<file path="src/rtl/alu_pkg.sv">
// Shared types and constants for the ALU operation sequencer and its core.
package alu_pkg;

    typedef enum logic [1:0] {
        OP_SUB    = 2'd0,
        OP_LT     = 2'd1,
        OP_CLRBIT = 2'd2,
        OP_ZM2U2  = 2'd3
    } op_e;

    typedef enum logic [1:0] {
        S_IDLE = 2'd0,
        S_EXEC = 2'd1,
        S_DONE = 2'd2
    } state_e;

    localparam int ST_ZERR = 0;
    localparam int ST_NEG  = 1;
    localparam int ST_PAR  = 2;
    localparam int ST_ONES = 3;

endpackage

</file>
<file path="src/rtl/alu_op_sequencer_if.sv">
// Command/result handshake bundle between a command source and the sequencer.
interface alu_op_sequencer_if #(
    parameter int m = 4,
    parameter int n = 2
);
    logic         i_valid;
    logic         o_ready;
    logic [n-1:0] i_op;
    logic [m-1:0] i_argA;
    logic [m-1:0] i_argB;
    logic         o_valid;
    logic         i_ready;
    logic [m-1:0] o_result;
    logic [3:0]   o_status;

    modport slave (
        input  i_valid, i_op, i_argA, i_argB, i_ready,
        output o_ready, o_valid, o_result, o_status
    );

    modport master (
        output i_valid, i_op, i_argA, i_argB, i_ready,
        input  o_ready, o_valid, o_result, o_status
    );
endinterface

</file>
<file path="src/rtl/alu_op_core.sv">
// Combinational evaluation of one ALU command: result, status flags, error flag.
module alu_op_core
    import alu_pkg::*;
#(
    parameter int m = 4,
    parameter int n = 2
) (
    input  logic [n-1:0] op,
    input  logic [m-1:0] a,
    input  logic [m-1:0] b,
    output logic [m-1:0] result,
    output logic [3:0]   status,
    output logic         err
);
    logic [m-1:0] bit_sel;
    logic         idx_ok;
    logic [m-2:0] mag_a;
    logic [m-2:0] mag_b;
    logic         lt;
    logic         idx_err;
    logic         bad_op;
    logic         is_zm2u2;

    // One-hot of the bit index; all-zero when the index is out of range,
    // which also covers B[m-1]=1 since m-1 < 2^(m-1).
    for (genvar gi = 0; gi < m; gi++) begin : g_sel
        assign bit_sel[gi] = (b == m'(gi));
    end
    assign idx_ok = |bit_sel;

    assign mag_a = a[m-2:0];
    assign mag_b = b[m-2:0];
    assign lt = ((mag_a == '0) && (mag_b == '0)) ? 1'b0 :
                (a[m-1] != b[m-1])               ? a[m-1] :
                a[m-1]                           ? (mag_a > mag_b) :
                                                   (mag_a < mag_b);

    always_comb begin
        result   = '0;
        idx_err  = 1'b0;
        bad_op   = 1'b0;
        is_zm2u2 = 1'b0;
        case (op)
            n'(OP_SUB):    result = a - b;
            n'(OP_LT):     result = {{(m-1){1'b0}}, lt};
            n'(OP_CLRBIT): begin
                result  = a & ~bit_sel;
                idx_err = ~idx_ok;
            end
            n'(OP_ZM2U2):  begin
                result   = a[m-1] ? (m'(0) - {1'b0, mag_a}) : a;
                is_zm2u2 = 1'b1;
            end
            default:       bad_op = 1'b1;
        endcase
    end

    always_comb begin
        status          = '0;
        status[ST_ZERR] = (result == '0) | idx_err | bad_op;
        status[ST_NEG]  = result[m-1];
        status[ST_PAR]  = ~^result;
        status[ST_ONES] = &result;
    end

    assign err = idx_err | bad_op | (is_zm2u2 & (result == '0));

endmodule

</file>
<file path="src/rtl/alu_op_sequencer.sv">
// Accepts one ALU command, evaluates it, holds the result until consumed, and counts completions.
module alu_op_sequencer
    import alu_pkg::*;
#(
    parameter int m     = 4,
    parameter int n     = 2,
    parameter int CNT_W = 8
) (
    input  logic                i_clk,
    input  logic                i_rst,
    alu_op_sequencer_if.slave   bus,
    output logic [CNT_W-1:0]    o_op_cnt,
    output logic [CNT_W-1:0]    o_err_cnt
);
    state_e           state_reg;
    state_e           state_next;
    logic             capture;
    logic [n-1:0]     op_reg;
    logic [m-1:0]     a_reg;
    logic [m-1:0]     b_reg;
    logic [m-1:0]     result_reg;
    logic [3:0]       status_reg;
    logic [CNT_W-1:0] op_cnt_reg;
    logic [CNT_W-1:0] err_cnt_reg;
    logic [m-1:0]     core_result;
    logic [3:0]       core_status;
    logic             core_err;

    alu_op_core #(.m(m), .n(n)) u_core (
        .op     (op_reg),
        .a      (a_reg),
        .b      (b_reg),
        .result (core_result),
        .status (core_status),
        .err    (core_err)
    );

    always_comb begin
        state_next = state_reg;
        capture    = 1'b0;
        case (state_reg)
            S_IDLE: if (bus.i_valid) begin
                capture    = 1'b1;
                state_next = S_EXEC;
            end
            S_EXEC: state_next = S_DONE;
            S_DONE: if (bus.i_ready) state_next = S_IDLE;
            default: state_next = S_IDLE;
        endcase
    end

    always_ff @(posedge i_clk or posedge i_rst) begin
        if (i_rst) begin
            state_reg   <= S_IDLE;
            op_reg      <= '0;
            a_reg       <= '0;
            b_reg       <= '0;
            result_reg  <= '0;
            status_reg  <= '0;
            op_cnt_reg  <= '0;
            err_cnt_reg <= '0;
        end else begin
            state_reg <= state_next;
            if (capture) begin
                op_reg <= bus.i_op;
                a_reg  <= bus.i_argA;
                b_reg  <= bus.i_argB;
            end
            if (state_reg == S_EXEC) begin
                result_reg <= core_result;
                status_reg <= core_status;
                // Counters stick at all-ones instead of wrapping.
                if (op_cnt_reg != '1)
                    op_cnt_reg <= op_cnt_reg + CNT_W'(1);
                if (core_err && (err_cnt_reg != '1))
                    err_cnt_reg <= err_cnt_reg + CNT_W'(1);
            end
        end
    end

    assign bus.o_ready  = (state_reg == S_IDLE);
    assign bus.o_valid  = (state_reg == S_DONE);
    assign bus.o_result = result_reg;
    assign bus.o_status = status_reg;
    assign o_op_cnt     = op_cnt_reg;
    assign o_err_cnt    = err_cnt_reg;

endmodule
</file>
<file path="src/flat_wrapper.sv">
// flat-port wrapper written by rule: the top's interface ports become plain ports
module alu_op_sequencer_flat import alu_pkg::*;
#(
    parameter int m     = 4,
    parameter int n     = 2,
    parameter int CNT_W = 8
)
  (i_clk, i_rst, o_op_cnt, o_err_cnt, bus_i_valid, bus_i_op, bus_i_argA, bus_i_argB, bus_i_ready, bus_o_ready, bus_o_valid, bus_o_result, bus_o_status);
  alu_op_sequencer_if #(.m(m), .n(n)) bus_i ();
  input  logic i_clk;
  input  logic i_rst;
  output logic [CNT_W-1:0] o_op_cnt;
  output logic [CNT_W-1:0] o_err_cnt;
  input wire logic [$bits(bus_i.i_valid)-1:0] bus_i_valid;
  input wire logic [$bits(bus_i.i_op)-1:0] bus_i_op;
  input wire logic [$bits(bus_i.i_argA)-1:0] bus_i_argA;
  input wire logic [$bits(bus_i.i_argB)-1:0] bus_i_argB;
  input wire logic [$bits(bus_i.i_ready)-1:0] bus_i_ready;
  output wire logic [$bits(bus_i.o_ready)-1:0] bus_o_ready;
  output wire logic [$bits(bus_i.o_valid)-1:0] bus_o_valid;
  output wire logic [$bits(bus_i.o_result)-1:0] bus_o_result;
  output wire logic [$bits(bus_i.o_status)-1:0] bus_o_status;
  assign bus_i.i_valid = bus_i_valid;
  assign bus_i.i_op = bus_i_op;
  assign bus_i.i_argA = bus_i_argA;
  assign bus_i.i_argB = bus_i_argB;
  assign bus_i.i_ready = bus_i_ready;
  assign bus_o_ready = bus_i.o_ready;
  assign bus_o_valid = bus_i.o_valid;
  assign bus_o_result = bus_i.o_result;
  assign bus_o_status = bus_i.o_status;
  alu_op_sequencer #(.m(m), .n(n), .CNT_W(CNT_W)) u_core (.i_clk(i_clk), .i_rst(i_rst), .bus(bus_i), .o_op_cnt(o_op_cnt), .o_err_cnt(o_err_cnt));
endmodule
</file>
<file path="config.mk">
export PLATFORM = sky130hd
export DESIGN_NAME = alu_op_sequencer_flat
export DESIGN_NICKNAME = d
export VERILOG_FILES = /design/src/rtl/alu_pkg.sv /design/src/rtl/alu_op_sequencer_if.sv /design/src/rtl/alu_op_core.sv /design/src/rtl/alu_op_sequencer.sv /design/src/flat_wrapper.sv
export SDC_FILE = /design/constraint.sdc
export NUM_CORES = 1
export LEC_CHECK = 0
export CORE_MARGIN = 3
export CORE_UTILIZATION = 54
export CTS_BUF_LIST = sky130_fd_sc_hd__clkbuf_4
export DETAILED_ROUTE_END_ITERATION = 8
export PLACE_DENSITY = 0.92
export RECOVER_POWER = 100
export SLEW_MARGIN = 30
export SYNTH_ARGS = -nofsm -noshare
export SYNTH_HDL_FRONTEND = slang
export SYNTH_HIERARCHICAL = 1
export SYNTH_SLANG_ARGS = --single-unit
export TNS_END_PERCENT = 20
</file>
<file path="constraint.sdc">
create_clock -name i_clk -period 3.6 [get_ports i_clk]
set_input_delay 0.72 -clock i_clk [delete_from_list [all_inputs] [get_ports i_clk]]
set_output_delay 0.72 -clock i_clk [all_outputs]
set_load 0.02 [all_outputs]
</file>
==> results.tsv, run 1 <==
metric	value	unit
status	complete, no violations	
fin_setup_tns	0	ns
fillers	282	
initial_core_util	0.589	
cts-root-buf	clkbuf_4	
synthDistinctLibCells	49	
grt_max_degree	22	
clock_path_buffers	2	
n_antenna_cell	0	
yosysTopAreaCell	dfrtp_1	
drc	0	
rsz0062_at_grt	false	
grt_remaining_overflow	0	
final_cell_mix	36 x dfrtp_1, 31 x nand2_1, 28 x dlygate4sd3_1, 13 x mux2_2	
rrSetupSlack	0.42	ns
leakagePower	1.18	nW
netlist_top_cells_area	dfrtp_1 44%, mux2_2 7.7%, ha_1 6.7%	
worstSetupPathType	reg2reg	
ff2ff_path_depth	13	
required	3.85	ns
grt.total_usage	0.212	
wire_per_inst	14.6	um
dieArea	4590	um^2
antenna_found_initial	0	
final_common_cell	dfrtp_1	
holdPathStages	2	
layout-drive-gt1-share	0.0909	
tightest_slew	0.846	ns
first_pass_iters	4	
ant_nets	0	
worst_hold_path.endpoint	u_core/bus.o_result[2]	
totalWireLength	4210	um
cts_tree	done	
fmax	315	MHz
period_share	0.882	
synth_edf_count	0	
gp_congestion	0.917	
ys_async_sr_fraction	1.00	
cts_setup_buffers	0	
end_kind	flip-flop	
hold_path_class	reg2reg	
setup_violations	0	
cts_max_level	2	
viasPerCell	5.70	
fin_area	2530	um^2
ys.flop_type	dfrtp_1	
cp-start-kind	flip-flop	
coreArea	3490	um^2
hpwl	3220	um
crit_arrival	3.43	ns
numPortBuffers	39	
syn2layout_area_growth	23.0	%
grt_pass1_wl	7320	um
cts_hold_buf	0	
path_clk_slew	0.12	ns
ir_worst_vdd	478	uV
synth-seq-cells	36	
syn_nets	228	
die_h	67.8	um
r2r-start	u_core/b_reg[1]	
rows	21	
synth_top_area_frac	0.437	
relSlewSlack	0.436	
timing.rr.end	u_core/o_err_cnt[1]	
power_density	910	nW/um^2
cts.sinks	36	
fp.dieW	67.8	um
drv_cap	0	
numCtsBuffers	5	
grt_pass1_vias	1567	
nets	267	
synth_seq_area_share	0.437	
vias	1642	
place_area	2460	um^2
cts-resized-gates	0	
syn_area	2060	um^2
drv_slew	0	
fin_worst_skew	0.0160	ns
period_minus_slack	3.18	ns
drtIter0Drc	116	
io_pins	40	
finalHoldViolCount	0	
path_max_fanout	6	
synth.avg_cell_area	10.2	um^2
synth_cells	202	
clock_latency	0.35	ns
hp-start	u_core/bus.o_result[2]	
ys_warn_count	6	
[layer usage]
| layer | track usage | routed length [um] |
|---|---|---|
| met1 | 0.281 | 1920 |
| met2 | 0.335 | 2040 |
| met3 | 0.0566 | 200 |
| met4 | 0.0709 | 57 |
| met5 | 0 | 0 |
[worst max path at each step]
stage / to / slack (ns) / startpoint
after floorplan: u_core/o_err_cnt[1] / 0.76 / u_core/b_reg[2]
after global placement: u_core/o_err_cnt[4] / 0.52 / u_core/a_reg[0]
after detailed placement: u_core/o_err_cnt[7] / 0.46 / u_core/a_reg[0]
after CTS: u_core/o_err_cnt[7] / 0.46 / u_core/b_reg[1]
after global routing: u_core/o_err_cnt[1] / 0.11 / u_core/b_reg[1]
final: u_core/o_err_cnt[1] / 0.42 / u_core/b_reg[1]
[kinds of logic (layout without fill, tap and decap cells)]
| group | Yosys count | in the layout | synth area share |
|---|---|---|---|
| mux | 17 | 17 | 0.0923 |
| fa+ha+maj | 12 | 12 | 0.0765 |
| compound gates | 32 | 32 | 0.114 |
| simple gates | 77 | 77 | 0.194 |
| xor+xnor | 10 | 10 | 0.0425 |
| flops | 36 | 36 | 0.437 |
| buf+inv | 18 | 58 | 0.0431 |
[synth_stat cells (2+ instances only)]
cell type   n
mux2_2     14
and2_1      2
mux2_1      2
xor2_1      2
a311o_1     2
xnor2_1     8
a21oi_1     5
buf_2       2
nand3_1     4
and3_1      3
o31ai_1     2
dfrtp_1    36
clkbuf_1    2
nand2b_1    4
o21a_1      2
nand4_1     5
nand4b_1    4
buf_4       3
nor2_1      8
a31oi_1     2
nand2_1    31
nor4_1      2
o211ai_1    2
a21o_1      2
o21ai_0     4
and4_1      2
inv_1      10
nor3_1      6
ha_1       11
[critical path, stage by stage (launching register included)]
cell and delay [ns]:
dfrtp_1 0.47, inv_1 0.09, ha_1 0.29, nand2b_1 0.10, nor4bb_1 0.36, a2111oi_2 0.10
a311oi_1 0.28, ha_1 0.19, nand2_1 0.05, o31ai_1 0.07, nor3b_1 0.27, and3b_1 0.32
o21ai_0 0.20, mux2_2 0.31
[cell type report]
type,instances,area (um^2),share of cell area
Multi-Input combinational cell,148,1060,0.420
Sequential cell,36,901,0.356
Timing Repair Buffer,40,394,0.156
Tap cell,46,57.6,0.0227
Clock buffer,6,45.0,0.0178
Inverter,10,37.5,0.0148
Clock inverter,2,35.0,0.0138
[metrics by stage]
stage	total power, W	instances	hold slack, ns	setup slack, ns	utilization
final	0.00231	288	0.477	0.424	0.725
after detailed placement	0.00205	280	0.463	0.459	0.705
after CTS	0.00235	288	0.490	0.458	0.728
after global placement	0.00200	280	0.458	0.523	0.705
after floorplan	0.00168	202	0.479	0.759	-
after global routing	0.00251	288	0.518	0.111	0.725
[where the power goes]
group          switching (W)  internal [W]
Sequential          0.000220      0.000553
Combinational       0.000652      0.000588
Clock               0.000139      0.000153
Total                0.00101       0.00129
Power figures use the tool's default switching activity.
==> run 2: changes to the inputs <==
Settings changed: CORE_UTILIZATION 54 to 52, CTS_BUF_LIST sky130_fd_sc_hd__clkbuf_4 to sky130_fd_sc_hd__clkbuf_4 sky130_fd_sc_hd__clkbuf_8 sky130_fd_sc_hd__clkbuf_16, HOLD_SLACK_MARGIN from default to 0.12, PLACE_DENSITY 0.92 to 0.89.
==> run 2 against run 1 <==
Effect of this change:
- the run now ends with capacitance limit, slew limit left
- critical path type unchanged
- largest cell class unchanged
- routed wire length fell by 0.93%
- hold slack got worse by 0.0050 ns
- die area rose by 3.5%
- sequential power barely moved
==> results.tsv, run 2 (same netlist as run 1, synthesis figures left out) <==
metric	value	unit	change
status	finished with violations		
violations	capacitance limit, slew limit		
relSlewSlack	-0.244		-0.680
grt_pass1_vias	1536		-2.0%
crit_arrival	3.59	ns	+0.16 ns
final_cell_mix	36 x dfrtp_1, 31 x nand2_1, 28 x dlygate4sd3_1, 14 x mux2_2		
grtUsageMet1	0.251		-0.0305
ir_worst_vdd	496	uV	+3.8%
hold_path_class	reg2reg		
drv_slew	37		+37
gp_congestion	0.894		-2.5%
period_minus_slack	3.41	ns	+0.233 ns
cts_max_level	2		unchanged
tightest_slew	1.87	ns	+1.02 ns
post-place-ws	0.435	ns	-0.0242 ns
initial_core_util	0.550		-0.0392
n_antenna_cell	0		unchanged
fin_setup_tns	0	ns	unchanged
layout-drive-gt1-share	0.0950		+0.00413
cts.sinks	36		unchanged
cts_tree	done		
power_density	901	nW/um^2	-1.1%
path_max_fanout	6		unchanged
totalWireLength	4180	um	-0.93%
clock_latency	0.29	ns	-0.06 ns
die_h	68.9	um	+1.7%
io_pins	40		unchanged
finalHoldViolCount	0		unchanged
antenna_found_initial	0		unchanged
drv_cap	1		+1
first_pass_iters	4		unchanged
rows	22		+4.8%
ant_nets	0		unchanged
leakagePower	1.19	nW	+0.24%
required	3.78	ns	-0.07 ns
setup_violations	0		unchanged
cts_setup_buffers	0		unchanged
hpwl	3060	um	-4.9%
rsz0062_at_grt	false		
path_clk_slew	0.07	ns	-0.05 ns
wire_per_inst	14.4	um	-1.6%
final_common_cell	dfrtp_1		
grt.met2_usage	0.305		-0.0306
grt-busiest-layer	met2		
dieArea	4750	um^2	+3.5%
worstSetupPathType	reg2reg		
vias	1632		-0.61%
use_met3	0.0502		-0.00633
place_area	2470	um^2	+0.10%
end_kind	flip-flop		
numPortBuffers	39		unchanged
fmax	293	MHz	-6.8%
syn2layout_area_growth	23.9	%	
numCtsBuffers	5		unchanged
period_share	0.947		+0.0646
grt_pass1_wl	6780	um	-7.3%
fin_worst_skew	0.0105	ns	-0.00555 ns
viasPerCell	5.63		-1.3%
cp-start-kind	flip-flop		
nets	267		unchanged
cts_hold_buf	0		unchanged
setup_ws	0.191	ns	-0.233 ns
fin_area	2550	um^2	+0.69%
grt.total_usage	0.192		-0.0203
grt_remaining_overflow	0		unchanged
cts-resized-gates	0		unchanged
cts-root-buf	clkbuf_8		
drc	0		unchanged
coreArea	3740	um^2	+7.1%
clock_path_buffers	2		unchanged
drtIter0Drc	122		+5.2%
grt_max_degree	37		+68%
fp.dieW	68.9	um	+1.7%
-- run 2: layout make-up --
cell class,count,area (um^2)
Clock inverter,1,7.51
Clock buffer,7,90.1
Timing Repair Buffer,40,394
Tap cell,48,60.1
Multi-Input combinational cell,148,1060
Inverter,10,37.5
Sequential cell,36,901
Fill cell,316,1190
-- run 2: worst max-delay path, stage by stage, from the launching register on --
cell,delay [ns]
dfrtp_1,0.42
inv_1,0.09
ha_1,0.33
and3_1,0.21
o21a_1,0.16
a2111oi_0,0.64
a311oi_1,0.15
ha_1,0.24
nand2_1,0.06
o31ai_1,0.08
nor3b_1,0.17
and3b_1,0.29
o21ai_2,0.11
mux2_2,0.36
-- run 2: layer usage --
layer / up-vias / share of wire
met5: - / 0
met1: 782 / 0.47
met3: 4 / 0.047
li1: 802 / -
met2: 44 / 0.47
met4: 0 / 0.012
-- run 2: path summary, 6_finish.rpt --
path	from	to	slack [ns]	cells after the start
worst max register to register	u_core/a_reg[0]	u_core/o_err_cnt[1]	0.19	13
worst min register to register	u_core/bus.o_status[2]	u_core/bus.o_status[2]	0.47	2
max in group asynchronous	i_rst	u_core/bus.o_status[1]	1.00	3
worst max-delay path	u_core/a_reg[0]	u_core/o_err_cnt[1]	0.19	13
min in group asynchronous	i_rst	u_core/a_reg[3]	1.53	3
worst min-delay path	u_core/bus.o_status[2]	u_core/bus.o_status[2]	0.47	2
-- run 2: per-stage QoR --
stage                     hold WS (ns)   util  total power [W]  instances
after floorplan                  0.479      -          0.00168        202
after global placement           0.458  0.659          0.00200        282
after detailed placement         0.464  0.659          0.00204        282
after CTS                        0.482  0.685          0.00236        290
after global routing             0.497  0.681          0.00249        290
final                            0.472  0.681          0.00230        290
-- run 2: power breakdown --
part	internal (W)	leakage [nW]	total (W)	switching [W]
clock network	0.000163	0.0479	0.000306	0.000143
registers	0.000554	0.457	0.000773	0.000219
logic	0.000578	0.681	0.00122	0.000640
==> run 3: changes to the inputs <==
Settings changed: CELL_PAD_IN_SITES_DETAIL_PLACEMENT from default to 1, CELL_PAD_IN_SITES_GLOBAL_PLACEMENT from default to 2, CORE_UTILIZATION 52 to 32, PLACE_DENSITY 0.89 to 0.88.
==> run 3 against run 2 <==
Effect of this change:
- register-to-register slack gained 0.19 ns
- largest cell class unchanged
- the flow still finishes with violations (capacitance limit, slew limit)
- first-iteration DRC count is 61% lower
- critical endpoint unchanged
- worst setup slack better by 0.19 ns
- critical path type unchanged
==> results.tsv, run 3 (same netlist as run 1, synthesis figures left out) <==
metric	value	unit	change
status	finished with violations		
violations	capacitance limit, slew limit		
clock_path_buffers	2		unchanged
power_frac_seq	0.340		+0.004
final_common_cell	dfrtp_1		
nets	267		unchanged
dieArea	7430	um^2	+56%
p_switching	0.00101	W	+0.64%
gp_congestion	0.831		-7.0%
grt_max_degree	37		unchanged
rows	28		+27%
ir_worst_vdd	453	uV	-8.6%
drv_slew	37		unchanged
cts.sinks	36		unchanged
numPortBuffers	39		unchanged
hp-start	u_core/bus.o_status[3]		
crit_arrival	3.39	ns	-0.20 ns
rsz0062_at_grt	false		
fin_worst_skew	0.00360	ns	-0.00689 ns
clock_latency	0.28	ns	about the same
worstSetupPathType	reg2reg		
viasPerCell	5.10		-9.4%
fin_setup_tns	0	ns	unchanged
io_pins	40		unchanged
layout-drive-gt1-share	0.0954		+0.000394
cts-root-buf	clkbuf_8		
hold_path_class	reg2reg		
drtIter0Drc	48		-61%
power_density	888	nW/um^2	-1.4%
initial_core_util	0.340		-0.210
setup_violations	0		unchanged
drv_cap	1		unchanged
path_max_fanout	6		unchanged
cts_tree	done		
grt_pass1_wl	8150	um	+20%
die_h	86.2	um	+25%
relSlewSlack	-0.307		-0.0629
fmax	310	MHz	+5.8%
required	3.77	ns	about the same
wire_per_inst	14.8	um	+2.9%
fin_area	2580	um^2	+0.98%
period_share	0.895		-0.0521
drc	0		unchanged
cts_max_level	2		unchanged
r2r-start	u_core/a_reg[0]		
n_antenna_cell	0		unchanged
switching_share	0.441		+0.00456
antenna_found_initial	0		unchanged
p_int	0.00128	W	-1.2%
place_area	2500	um^2	+1.4%
pwr-share-clk	0.120		-0.013
hpwl	3610	um	+18%
tightest_slew	1.96	ns	+0.0943 ns
startpoint	u_core/a_reg[0]		
cp-start-kind	flip-flop		
coreArea	6060	um^2	+62%
grt_pass1_vias	1681		+9.4%
combPwrFrac	0.540		+0.010
grt.total_usage	0.136		-0.0566
syn2layout_area_growth	25.1	%	
fp.dieW	86.2	um	+25%
final_cell_mix	36 x dfrtp_1, 31 x nand2_1, 28 x dlygate4sd3_1, 14 x mux2_2		
finalHoldViolCount	0		unchanged
first_pass_iters	4		unchanged
end_kind	flip-flop		
period_minus_slack	3.22	ns	-0.188 ns
path_clk_slew	0.07	ns	about the same
total_power	0.00229	W	-0.40%
leakagePower	1.18	nW	-0.18%
ant_nets	0		unchanged
numCtsBuffers	5		unchanged
totalWireLength	4680	um	+12%
vias	1612		-1.2%
grt_remaining_overflow	0		unchanged
-- run 3: cell types whose count changed in the layout (fill, tap and decap cells not counted), sizes merged --
cell      delta
clkinvlp     -1
clkinv       +1
clkbuf       -1
-- run 3: layer usage --
| metal | wire length (um) | track usage |
|---|---|---|
| met1 | 2290 | 0.186 |
| met2 | 2180 | 0.217 |
| met3 | 161 | 0.0285 |
| met4 | 44 | 0.0397 |
| met5 | 0 | 0 |
-- run 3: path summary, 6_finish.rpt --
kind	end	slack (ns)	cells past startpoint
worst max-delay path	u_core/o_err_cnt[1]	0.38	13
worst min-delay path	u_core/bus.o_status[3]	0.47	2
worst max register to register	u_core/o_err_cnt[1]	0.38	13
worst min register to register	u_core/bus.o_status[3]	0.47	2
max in group asynchronous	u_core/bus.o_result[0]	0.89	3
min in group asynchronous	u_core/o_op_cnt[0]	1.58	3
-- run 3: critical path: stages, from the launching register on --
cell and delay (ns):
dfrtp_1 0.43, inv_1 0.11, ha_1 0.33, and3_1 0.19, o21a_1 0.17, a2111oi_2 0.41, a311oi_1 0.11, ha_1 0.23
nand2_1 0.06, o31ai_1 0.08, nor3b_2 0.18, and3b_1 0.27, o21ai_0 0.16, mux2_2 0.37
-- run 3: power groups by stage --
stage                     sequential, W  combinational, W  clock, W
after floorplan                0.000801          0.000875         0
after global placement         0.000783           0.00126         0
after detailed placement       0.000792           0.00129         0
after CTS                      0.000784           0.00130  0.000289
after global routing           0.000822           0.00140  0.000307
final                          0.000777           0.00124  0.000275
-- run 3: final cells by class --
type                            instances  area (um^2)
Fill cell                             701         3480
Timing Repair Buffer                   40          394
Multi-Input combinational cell        148         1070
Inverter                               10         37.5
Clock inverter                          1         5.00
Clock buffer                            6         76.3
Sequential cell                        36          901
Tap cell                               75         93.8
-- run 3: through the flow --
stage | hold slack [ns] | instances | utilization | setup WS (ns)
5_1_grt | 0.509 | 316 | 0.425 | 0.0836
4_1_cts | 0.482 | 316 | 0.426 | 0.308
3_5_place_dp | 0.464 | 309 | 0.412 | 0.324
3_3_place_gp | 0.462 | 309 | 0.412 | 0.402
6_report | 0.467 | 316 | 0.425 | 0.379
2_1_floorplan | 0.479 | 202 | - | 0.759
-- run 3: what timing repair did --
item                                    CTS  global route
endpoints found under the setup margin    0             2
buffers inserted                          0             0
hold buffers                              0             0
resized for setup                         0             1
